<file path="config.mk">
export PLATFORM = sky130hd
export DESIGN_NAME = muldiv_unit
export DESIGN_NICKNAME = d
export VERILOG_FILES = /design/src/rtl/muldiv_unit.sv
export SDC_FILE = /design/constraint.sdc
export NUM_CORES = 2
export LEC_CHECK = 0
export BUFFER_PORTS_ARGS = -buffer_cell sky130_fd_sc_hd__buf_4
export CAP_MARGIN = 20
export CORE_AREA = 5 5 361 256
export CTS_CLUSTER_DIAMETER = 200
export CTS_CLUSTER_SIZE = 14
export DETAILED_ROUTE_END_ITERATION = 10
export DIE_AREA = 0 0 366 261
export PLACE_DENSITY = 0.53
export REMOVE_ABC_BUFFERS = 1
export SYNTH_ARGS = -nofsm -noshare
export SYNTH_HDL_FRONTEND = slang
export SYNTH_SLANG_ARGS = --single-unit
</file>
<file path="constraint.sdc">
create_clock -name clk -period 12.12 [get_ports clk]
set_input_delay 1.212 -clock clk [delete_from_list [all_inputs] [get_ports clk]]
set_output_delay 1.212 -clock clk [all_outputs]
set_load 0.02 [all_outputs]
</file>
<file path="src/rtl/muldiv_unit.sv">
// rtl/muldiv_unit.sv - RV64M multiply/divide unit, radix-2 iterative, valid/ready on both sides
module muldiv_unit #(
    parameter int XLEN = 64
) (
    input  logic            clk,
    input  logic            rst_n,
    input  logic            flush,
    input  logic            in_valid,
    output logic            in_ready,
    input  logic [2:0]      op,
    input  logic            is_word,
    input  logic [XLEN-1:0] a,
    input  logic [XLEN-1:0] b,
    output logic            out_valid,
    input  logic            out_ready,
    output logic [XLEN-1:0] result
);

    localparam int CW = $clog2(XLEN);

    localparam logic [2:0] OP_MUL    = 3'd0;
    localparam logic [2:0] OP_MULH   = 3'd1;
    localparam logic [2:0] OP_MULHSU = 3'd2;
    localparam logic [2:0] OP_MULHU  = 3'd3;
    localparam logic [2:0] OP_DIV    = 3'd4;
    localparam logic [2:0] OP_DIVU   = 3'd5;
    localparam logic [2:0] OP_REM    = 3'd6;
    localparam logic [2:0] OP_REMU   = 3'd7;

    typedef enum logic [1:0] {
        IDLE = 2'd0,
        CALC = 2'd1,
        DONE = 2'd2
    } state_t;

    state_t              state_q, state_d;
    logic [CW-1:0]       cnt_q, cnt_d;
    logic                last_q, last_d;
    logic [2:0]          op_q, op_d;
    logic                word_q, word_d;
    logic                neg_a_q, neg_a_d;
    logic                neg_b_q, neg_b_d;
    logic [XLEN-1:0]     ma_q, ma_d;
    logic [XLEN-1:0]     mb_q, mb_d;
    logic [2*XLEN-1:0]   acc_q, acc_d;
    logic [XLEN-1:0]     result_q, result_d;

    function automatic logic [XLEN-1:0] sext32(input logic [31:0] v);
        logic [XLEN-1:0] r;
        r = XLEN'(v);
        if (v[31]) begin
            r = r | ~XLEN'(32'hFFFF_FFFF);
        end
        return r;
    endfunction

    // Operand preparation for the accept cycle
    logic            word_eff;
    logic            a_signed, b_signed, div_signed;
    logic [XLEN-1:0] a_ext, b_ext;
    logic            neg_a, neg_b;
    logic            b_zero, b_ones, a_min;
    logic            fast_dz, fast_ov;

    always_comb begin
        word_eff   = (XLEN == 64) && is_word;
        div_signed = (op == OP_DIV) || (op == OP_REM);
        a_signed   = (op == OP_MULH) || (op == OP_MULHSU) || div_signed;
        b_signed   = (op == OP_MULH) || div_signed;
        a_ext = a;
        b_ext = b;
        if (word_eff) begin
            a_ext = a_signed ? sext32(a[31:0]) : XLEN'(a[31:0]);
            b_ext = b_signed ? sext32(b[31:0]) : XLEN'(b[31:0]);
        end
        neg_a  = a_signed && (word_eff ? a[31] : a[XLEN-1]);
        neg_b  = b_signed && (word_eff ? b[31] : b[XLEN-1]);
        b_zero = word_eff ? (b[31:0] == 32'd0) : (b == '0);
        b_ones = word_eff ? (&b[31:0]) : (&b);
        a_min  = word_eff ? (a[31:0] == 32'h8000_0000)
                          : (a == {1'b1, {(XLEN-1){1'b0}}});
        fast_dz = op[2] && b_zero;
        fast_ov = div_signed && a_min && b_ones && !b_zero;
    end

    // One iteration step, plus the sign-corrected result selection
    logic [2*XLEN-1:0] mul_add, mul_next, div_next, prod_fix;
    logic [XLEN:0]     rem_sh, diff;
    logic [XLEN-1:0]   quo_fix, rem_fix, fin_res;

    always_comb begin
        mul_add  = mb_q[cnt_q] ? {{XLEN{1'b0}}, ma_q} : '0;
        mul_next = (acc_q << 1) + mul_add;

        rem_sh = {acc_q[2*XLEN-1:XLEN], ma_q[cnt_q]};
        diff   = rem_sh - {1'b0, mb_q};
        if (!diff[XLEN]) begin
            div_next = {diff[XLEN-1:0], acc_q[XLEN-2:0], 1'b1};
        end else begin
            div_next = {rem_sh[XLEN-1:0], acc_q[XLEN-2:0], 1'b0};
        end

        prod_fix = (neg_a_q ^ neg_b_q) ? -acc_q : acc_q;
        quo_fix  = (neg_a_q ^ neg_b_q) ? -acc_q[XLEN-1:0] : acc_q[XLEN-1:0];
        rem_fix  = neg_a_q ? -acc_q[2*XLEN-1:XLEN] : acc_q[2*XLEN-1:XLEN];

        case (op_q)
            OP_MUL:                       fin_res = prod_fix[XLEN-1:0];
            OP_MULH, OP_MULHSU, OP_MULHU: fin_res = word_q ? XLEN'(prod_fix[63:32])
                                                           : prod_fix[2*XLEN-1:XLEN];
            OP_DIV, OP_DIVU:              fin_res = quo_fix;
            OP_REM, OP_REMU:              fin_res = rem_fix;
            default:                      fin_res = '0;
        endcase
        if (word_q) begin
            fin_res = sext32(fin_res[31:0]);
        end
    end

    // Fast paths enter CALC with last_q set so they share the finalise cycle
    always_comb begin
        state_d  = state_q;
        cnt_d    = cnt_q;
        last_d   = last_q;
        op_d     = op_q;
        word_d   = word_q;
        neg_a_d  = neg_a_q;
        neg_b_d  = neg_b_q;
        ma_d     = ma_q;
        mb_d     = mb_q;
        acc_d    = acc_q;
        result_d = result_q;

        case (state_q)
            IDLE: begin
                if (in_valid && !flush) begin
                    state_d = CALC;
                    op_d    = op;
                    word_d  = word_eff;
                    ma_d    = neg_a ? -a_ext : a_ext;
                    mb_d    = neg_b ? -b_ext : b_ext;
                    if (fast_dz || fast_ov) begin
                        neg_a_d = 1'b0;
                        neg_b_d = 1'b0;
                        cnt_d   = '0;
                        last_d  = 1'b1;
                        acc_d   = fast_dz ? {a_ext, {XLEN{1'b1}}} : {{XLEN{1'b0}}, a_ext};
                    end else begin
                        neg_a_d = neg_a;
                        neg_b_d = neg_b;
                        cnt_d   = word_eff ? CW'(31) : CW'(XLEN - 1);
                        last_d  = 1'b0;
                        acc_d   = '0;
                    end
                end
            end
            CALC: begin
                if (!last_q) begin
                    acc_d = op_q[2] ? div_next : mul_next;
                    if (cnt_q == '0) begin
                        last_d = 1'b1;
                    end else begin
                        cnt_d = cnt_q - CW'(1);
                    end
                end else begin
                    result_d = fin_res;
                    last_d   = 1'b0;
                    state_d  = DONE;
                end
            end
            DONE: begin
                if (out_ready) begin
                    state_d = IDLE;
                end
            end
            default: state_d = IDLE;
        endcase

        if (flush) begin
            state_d = IDLE;
            last_d  = 1'b0;
        end
    end

    always_ff @(posedge clk or negedge rst_n) begin
        if (!rst_n) begin
            state_q  <= IDLE;
            cnt_q    <= '0;
            last_q   <= 1'b0;
            op_q     <= '0;
            word_q   <= 1'b0;
            neg_a_q  <= 1'b0;
            neg_b_q  <= 1'b0;
            ma_q     <= '0;
            mb_q     <= '0;
            acc_q    <= '0;
            result_q <= '0;
        end else begin
            state_q  <= state_d;
            cnt_q    <= cnt_d;
            last_q   <= last_d;
            op_q     <= op_d;
            word_q   <= word_d;
            neg_a_q  <= neg_a_d;
            neg_b_q  <= neg_b_d;
            ma_q     <= ma_d;
            mb_q     <= mb_d;
            acc_q    <= acc_d;
            result_q <= result_d;
        end
    end

    assign in_ready  = (state_q == IDLE);
    assign out_valid = (state_q == DONE);
    assign result    = result_q;

endmodule

</file>
# [Word-level counts from Yosys, hierarchy flattened]
# Index checks and enable logic that the tools add are counted.
[totals] register_bits=335 latch_bits=0 ramBits=0 romBits=0 inputBits=137 out_inout_bits=66 wordCells=125 memories=0
[op_classes] n_addsub=8 n_mul=0 div_mod_pow=0 n_lt_le_gt_ge=1 n_eq_ne=21 shifts=0 muxes=51 bitwise=1 n_reduce_logical=32
[ops] op="128-bit 2-to-1 mux" n=7
[ops] op="64-bit 2-to-1 mux" n=14
[ops] op="64-bit negation" n=4
[ops] op="128-bit one-hot mux with 2 select lines" n=1
[ops] op="64-bit one-hot mux with 4 select lines" n=1
[ops] op="128-bit by 64-bit adder with 128-bit output" n=1
[ops] op="128-bit negation" n=1
[ops] op="65-bit by 64-bit subtractor with 65-bit output" n=1
[ops] op="64-bit equality test (second input constant)" n=1
[ops] op="64-bit logical NOT" n=1
[ops] op="64-bit AND reduction" n=1
[ops] op="32-bit equality test (second input constant)" n=1
[ops] op="32-bit logical NOT" n=1
[ops] op="32-bit AND reduction" n=1
[ops] op="6-bit 2-to-1 mux" n=5
[ops] op="3-bit equality test (second input constant)" n=6
[ops] op="1-bit 2-to-1 mux" n=14
[ops] op="1-bit binary-select mux with 6-bit select" n=2
[ops] op="6-bit one-hot mux with 2 select lines" n=1
[ops] op="3-bit by 2-bit equality test with 1-bit output (second input constant)" n=3
[ops] op="2-bit 2-to-1 mux" n=4
[ops] op="1-bit logical AND" n=7
[ops] op="6-bit by 7-bit < comparator with 1-bit output (second input constant)" n=1
[ops] op="3-bit by 1-bit equality test with 1-bit output (second input constant)" n=2
[ops] op="other kinds (22)" n=33

# [Depth between registers and ports, before layout]
[logic_depth] word_depth=10 mapped_depth=27 depth_no_buf=21

# [Worst setup path after synthesis]
# OpenSTA, ideal clock, no wires.
[synth_path] path_type="reg-to-reg" from="reg cnt_q[0]" to="reg acc_q[125]" setup_ns=0.136 t_arrival_ns=6.287 t_required_ns=11.984 path_slack_ns=5.696 path_stages_with_launch=22 n_path_buf=4 period_less_slack_ns=6.424 cell_sequence="dfrtp_1 buf_1 buf_1 mux4_2 o22ai_1 nor4_1 a211oi_1 clkbuf_1 nor2b_1 ha_1 clkbuf_1 nand4_1 or3_1 or4_1 nor2_1 o211ai_1 a21boi_1 nand2_1 o31a_1 o21ai_0 a41oi_1 or3b_2"
[synth_between] elab_chain_len=7 elab_cells_between_ends=11 cone_classes="add/sub: 2; mux: 9"
[synth_lines] element="start, declared" line="37" rtl="logic [CW-1:0] cnt_q, cnt_d;"
[synth_lines] element="start signal, assigned" line="200" rtl="cnt_q <= cnt_d;"
[synth_lines] element="1-bit binary-select mux with 6-bit select, on equally long branches" line="92, 95"
[synth_lines] element="1-bit 2-to-1 mux, on equally long branches" line="92, 95"
[synth_lines] element="64-bit 2-to-1 mux / 65-bit by 64-bit subtractor with 65-bit output (equally long branches)" line="92, 96"
[synth_lines] element="128-bit by 64-bit adder with 128-bit output / 128-bit 2-to-1 mux (equally long branches)" line="93, 97"
[synth_lines] element="128-bit 2-to-1 mux (*)" line="159" rtl="acc_d = op_q[2] ? div_next : mul_next;"
[synth_lines] element="128-bit 2-to-1 mux (*)" line="158" rtl="if (!last_q) begin"
[synth_lines] element="128-bit one-hot mux with 2 select lines (*)" line="134" rtl="case (state_q)"
[synth_lines] element="end signal, assigned" line="196" rtl="acc_q <= '0;"
[synth_lines] element="end signal, assigned" line="208" rtl="acc_q <= acc_d;"
[synth_lines] element="end, declared" line="45" rtl="logic [2*XLEN-1:0] acc_q, acc_d;"
# Mark *: on every way between the ends. The rest lies on a longest branch, timed or not. The select of a mux whose other input is x is not followed.
# A chain may end at the register's enable or synchronous reset.

# [Worst setup path in the final report]
[layout_path] from="reg cnt_q[1]" to="reg acc_q[116]"
# The elaborated chain is that of the path after synthesis.

==> flow_metrics.py <==
metrics = {
    "run_status": {
        "outcome": "complete, no violations",
    },
    "die": {
        "die_y_um": 261,
        "die_x_um": 366,
        "io_pins": 203,
        "fp.coreArea_um2": 89000,
        "start_util_pct": 39.5,
        "fp-row-count": 92,
        "dieArea_um2": 95500,
    },
    "clock_network": {
        "clk_path_buf_depth": 3,
        "path_clk_slew_ps": 80,
        "numCtsBuffers": 27,
        "cts_sinks": 335,
        "cts_root_buf": "clkbuf_16",
        "htreeDepth": 1,
        "cts_tree": "yes",
        "post_cts_resized": 0,
        "clk_latency_ps": 650,
        "cts_hold_buf": 0,
        "postCtsSetupRepairBufs": 0,
    },
    "logic_synthesis": {
        "synthArstFlopShare_pct": 100,
        "ys_types": 97,
        "syn_area_um2": 35100,
        "synth_edf_count": 0,
        "ys_top_cells_by_area": "dfrtp_1, o21ai_0, a21oi_1",
        "synth_top_area_share_pct": 23.9,
        "synth_ff_type": "dfrtp_1",
        "synth.avg_cell_area_um2": 7.29,
        "ys_ff_latch": 335,
        "seq_area_frac_synth_pct": 23.9,
        "synth_common_cells": "nand2_1, o21ai_0, nor2_1",
        "yosysTopAreaCell": "dfrtp_1",
        "synthCells": 4816,
        "yosysMostFrequentCell": "nand2_1",
        "yosys_warnings": 0,
    },
    "route": {
        "vias_per_cell": 6.52,
        "drt-total-wl_um": 181000,
        "drtIter0Drc": 5367,
        "num_vias": 39062,
        "route.met2.wl_um": 66000,
        "drc": 0,
        "wl_per_cell_um": 30.2,
        "drtPass1Iterations": 6,
        "routed.top_layer": "met5",
        "ant_nets": 0,
        "wirelength_met1_um": 82600,
        "wl_met3_um": 24900,
    },
    "global_route": {
        "grt_pass1_vias": 35558,
        "grt_overflow": 0,
        "grt_pass1_wl_um": 258000,
        "grt_start_max_net_pins": 110,
        "gr-usage-all-layers_pct": 36.2,
        "antenna_found_initial": 8,
    },
    "timing": {
        "setup_violations": 0,
        "drv_slew": 0,
        "fin_skew_ps": 29.6,
        "max_freq_mhz": 131,
        "hold_violations": 0,
        "tightest_slew_ps": 1280,
        "min_period_ps": 7620,
        "rsz0062_at_grt": "false",
        "period_share_pct": 62.9,
        "slew_headroom_pct": 14.6,
        "fin_tns_setup_ps": 0,
    },
    "pwr": {
        "leakagePower_nw": 15.4,
        "vdd_drop_max_mv": 0.181,
        "p_per_area_nw_per_um2": 225,
    },
    "critical_path": {
        "critPathKind": "reg -> reg",
        "cp.arrival_ps": 8150,
        "endpoint_kind": "flip-flop",
        "cp_data_required_time_ps": 12650,
        "critPathLaunchType": "flip-flop",
        "crit_fanout": 64,
    },
    "final_layout": {
        "layout-drive-gt1-share_pct": 10.3,
        "fillers": 9373,
        "area_delta_synth_final_pct": 9.87,
        "fin_nets": 5087,
        "final_core_util_pct": 43.4,
    },
    "job": {
        "maxCapViolCount": 0,
    },
    "placed_design": {
        "io_buffer_count": 202,
        "gp_congestion": 1.02,
        "dp_hpwl_um": 141000,
    },
    "min_path": {
        "hold_class": "reg -> reg",
    },
}
power by group:
group / switching, mW / internal [mW]
registers: 0.565 / 1.44
logic: 3.75 / 2.03
clock network: 0.497 / 0.400
logic make-up after synthesis:
logic type                 Yosys count  synth area share [%]
and+or+nand+nor                   1755                  23.9
muxes                               82                  3.27
AOI/OAI and AO/OA                 1561                  27.7
DFF                                335                  23.9
xor gates and xnor gates           432                  10.8
adders and majority gates          136                  4.89
buffers and inverters              515                  5.53
per-layer routing:
metal,vias up,track usage [%]
met2,2391,46.7
met1,18870,54.8
li1,17465,-
met3,328,12.8
met5,-,0
met4,8,11.8
placed cells by master (no fill, tap or decap), types with 57 or more instances in the layout:
cell and instances:
nand2_1 548, o21ai_0 476, nor2_1 448, a21oi_1 420
dfrtp_1 331, buf_4 328, xnor2_1 227, xor2_1 203
inv_1 150, nor3_1 140, ha_1 134, nand3_1 98
nor2b_1 86, nand4_1 83, a31oi_1 68, or3_1 62
nor4_1 61, a21o_1 61, o31ai_1 59, o221ai_1 57
stage by stage:
stage | cells | worst slack, ps | area [um^2] | hold slack, ps | power, mW
after floorplan | 4454 | 1710 | 33800 | 458 | 5.33
after global placement | 5955 | 4530 | 37800 | 463 | 7.59
after detailed placement | 5956 | 4290 | 37800 | 470 | 7.56
after CTS | 5989 | 4250 | 38600 | 486 | 8.47
after global routing | 5994 | 4140 | 38600 | 501 | 9.12
final | 5995 | 4500 | 38600 | 477 | 8.69
sequential cells by signal, summed over array words and instances, names as in the netlist:
register	count
mb_q	64
word_q	1
neg_a_q	1
state_q	2
ma_q	64
result	64
op_q	3
cnt_q	6
last_q	1
neg_b_q	1
acc_q	128
worst paths after layout:
check | from | endpoint | slack, ps | cells after the start
min in group asynchronous | rst_n | result[14] | 600 | 1
min | result[2] | result[2] | 480 | 2
max in group asynchronous | rst_n | cnt_q[0] | 9100 | 3
min reg2reg | result[2] | result[2] | 480 | 2
max | cnt_q[1] | acc_q[116] | 4500 | 21
max reg2reg | cnt_q[1] | acc_q[116] | 4500 | 21
critical path: stages, from the launching register on:
cell and delay (ps):
dfrtp_1 850, buf_4 380, or2_2 390, o221ai_1 220
o22ai_1 250, o31ai_1 140, a211oi_4 240, buf_4 690
nor2b_1 120, ha_1 490, nand4_1 260, nor4_1 750
nand2_1 130, a31oi_1 210, nor2_1 100, o21ai_0 340
o21ai_1 130, buf_4 230, a211oi_1 780, nand3_1 230
xnor2_1 180, a221o_1 300
cell type report:
cell class | count | area, um^2 | share of cell area, %
Antenna cell | 2 | 5.00 | 0.0130
Timing Repair Buffer | 331 | 2490 | 6.47
Tap cell | 1175 | 1470 | 3.81
Clock inverter | 1 | 8.76 | 0.0227
Inverter | 153 | 574 | 1.49
Sequential cell | 335 | 8390 | 21.7
Multi-Input combinational cell | 3966 | 25000 | 64.7
Clock buffer | 32 | 694 | 1.80
No activity file was read; power rests on OpenSTA's default activity.
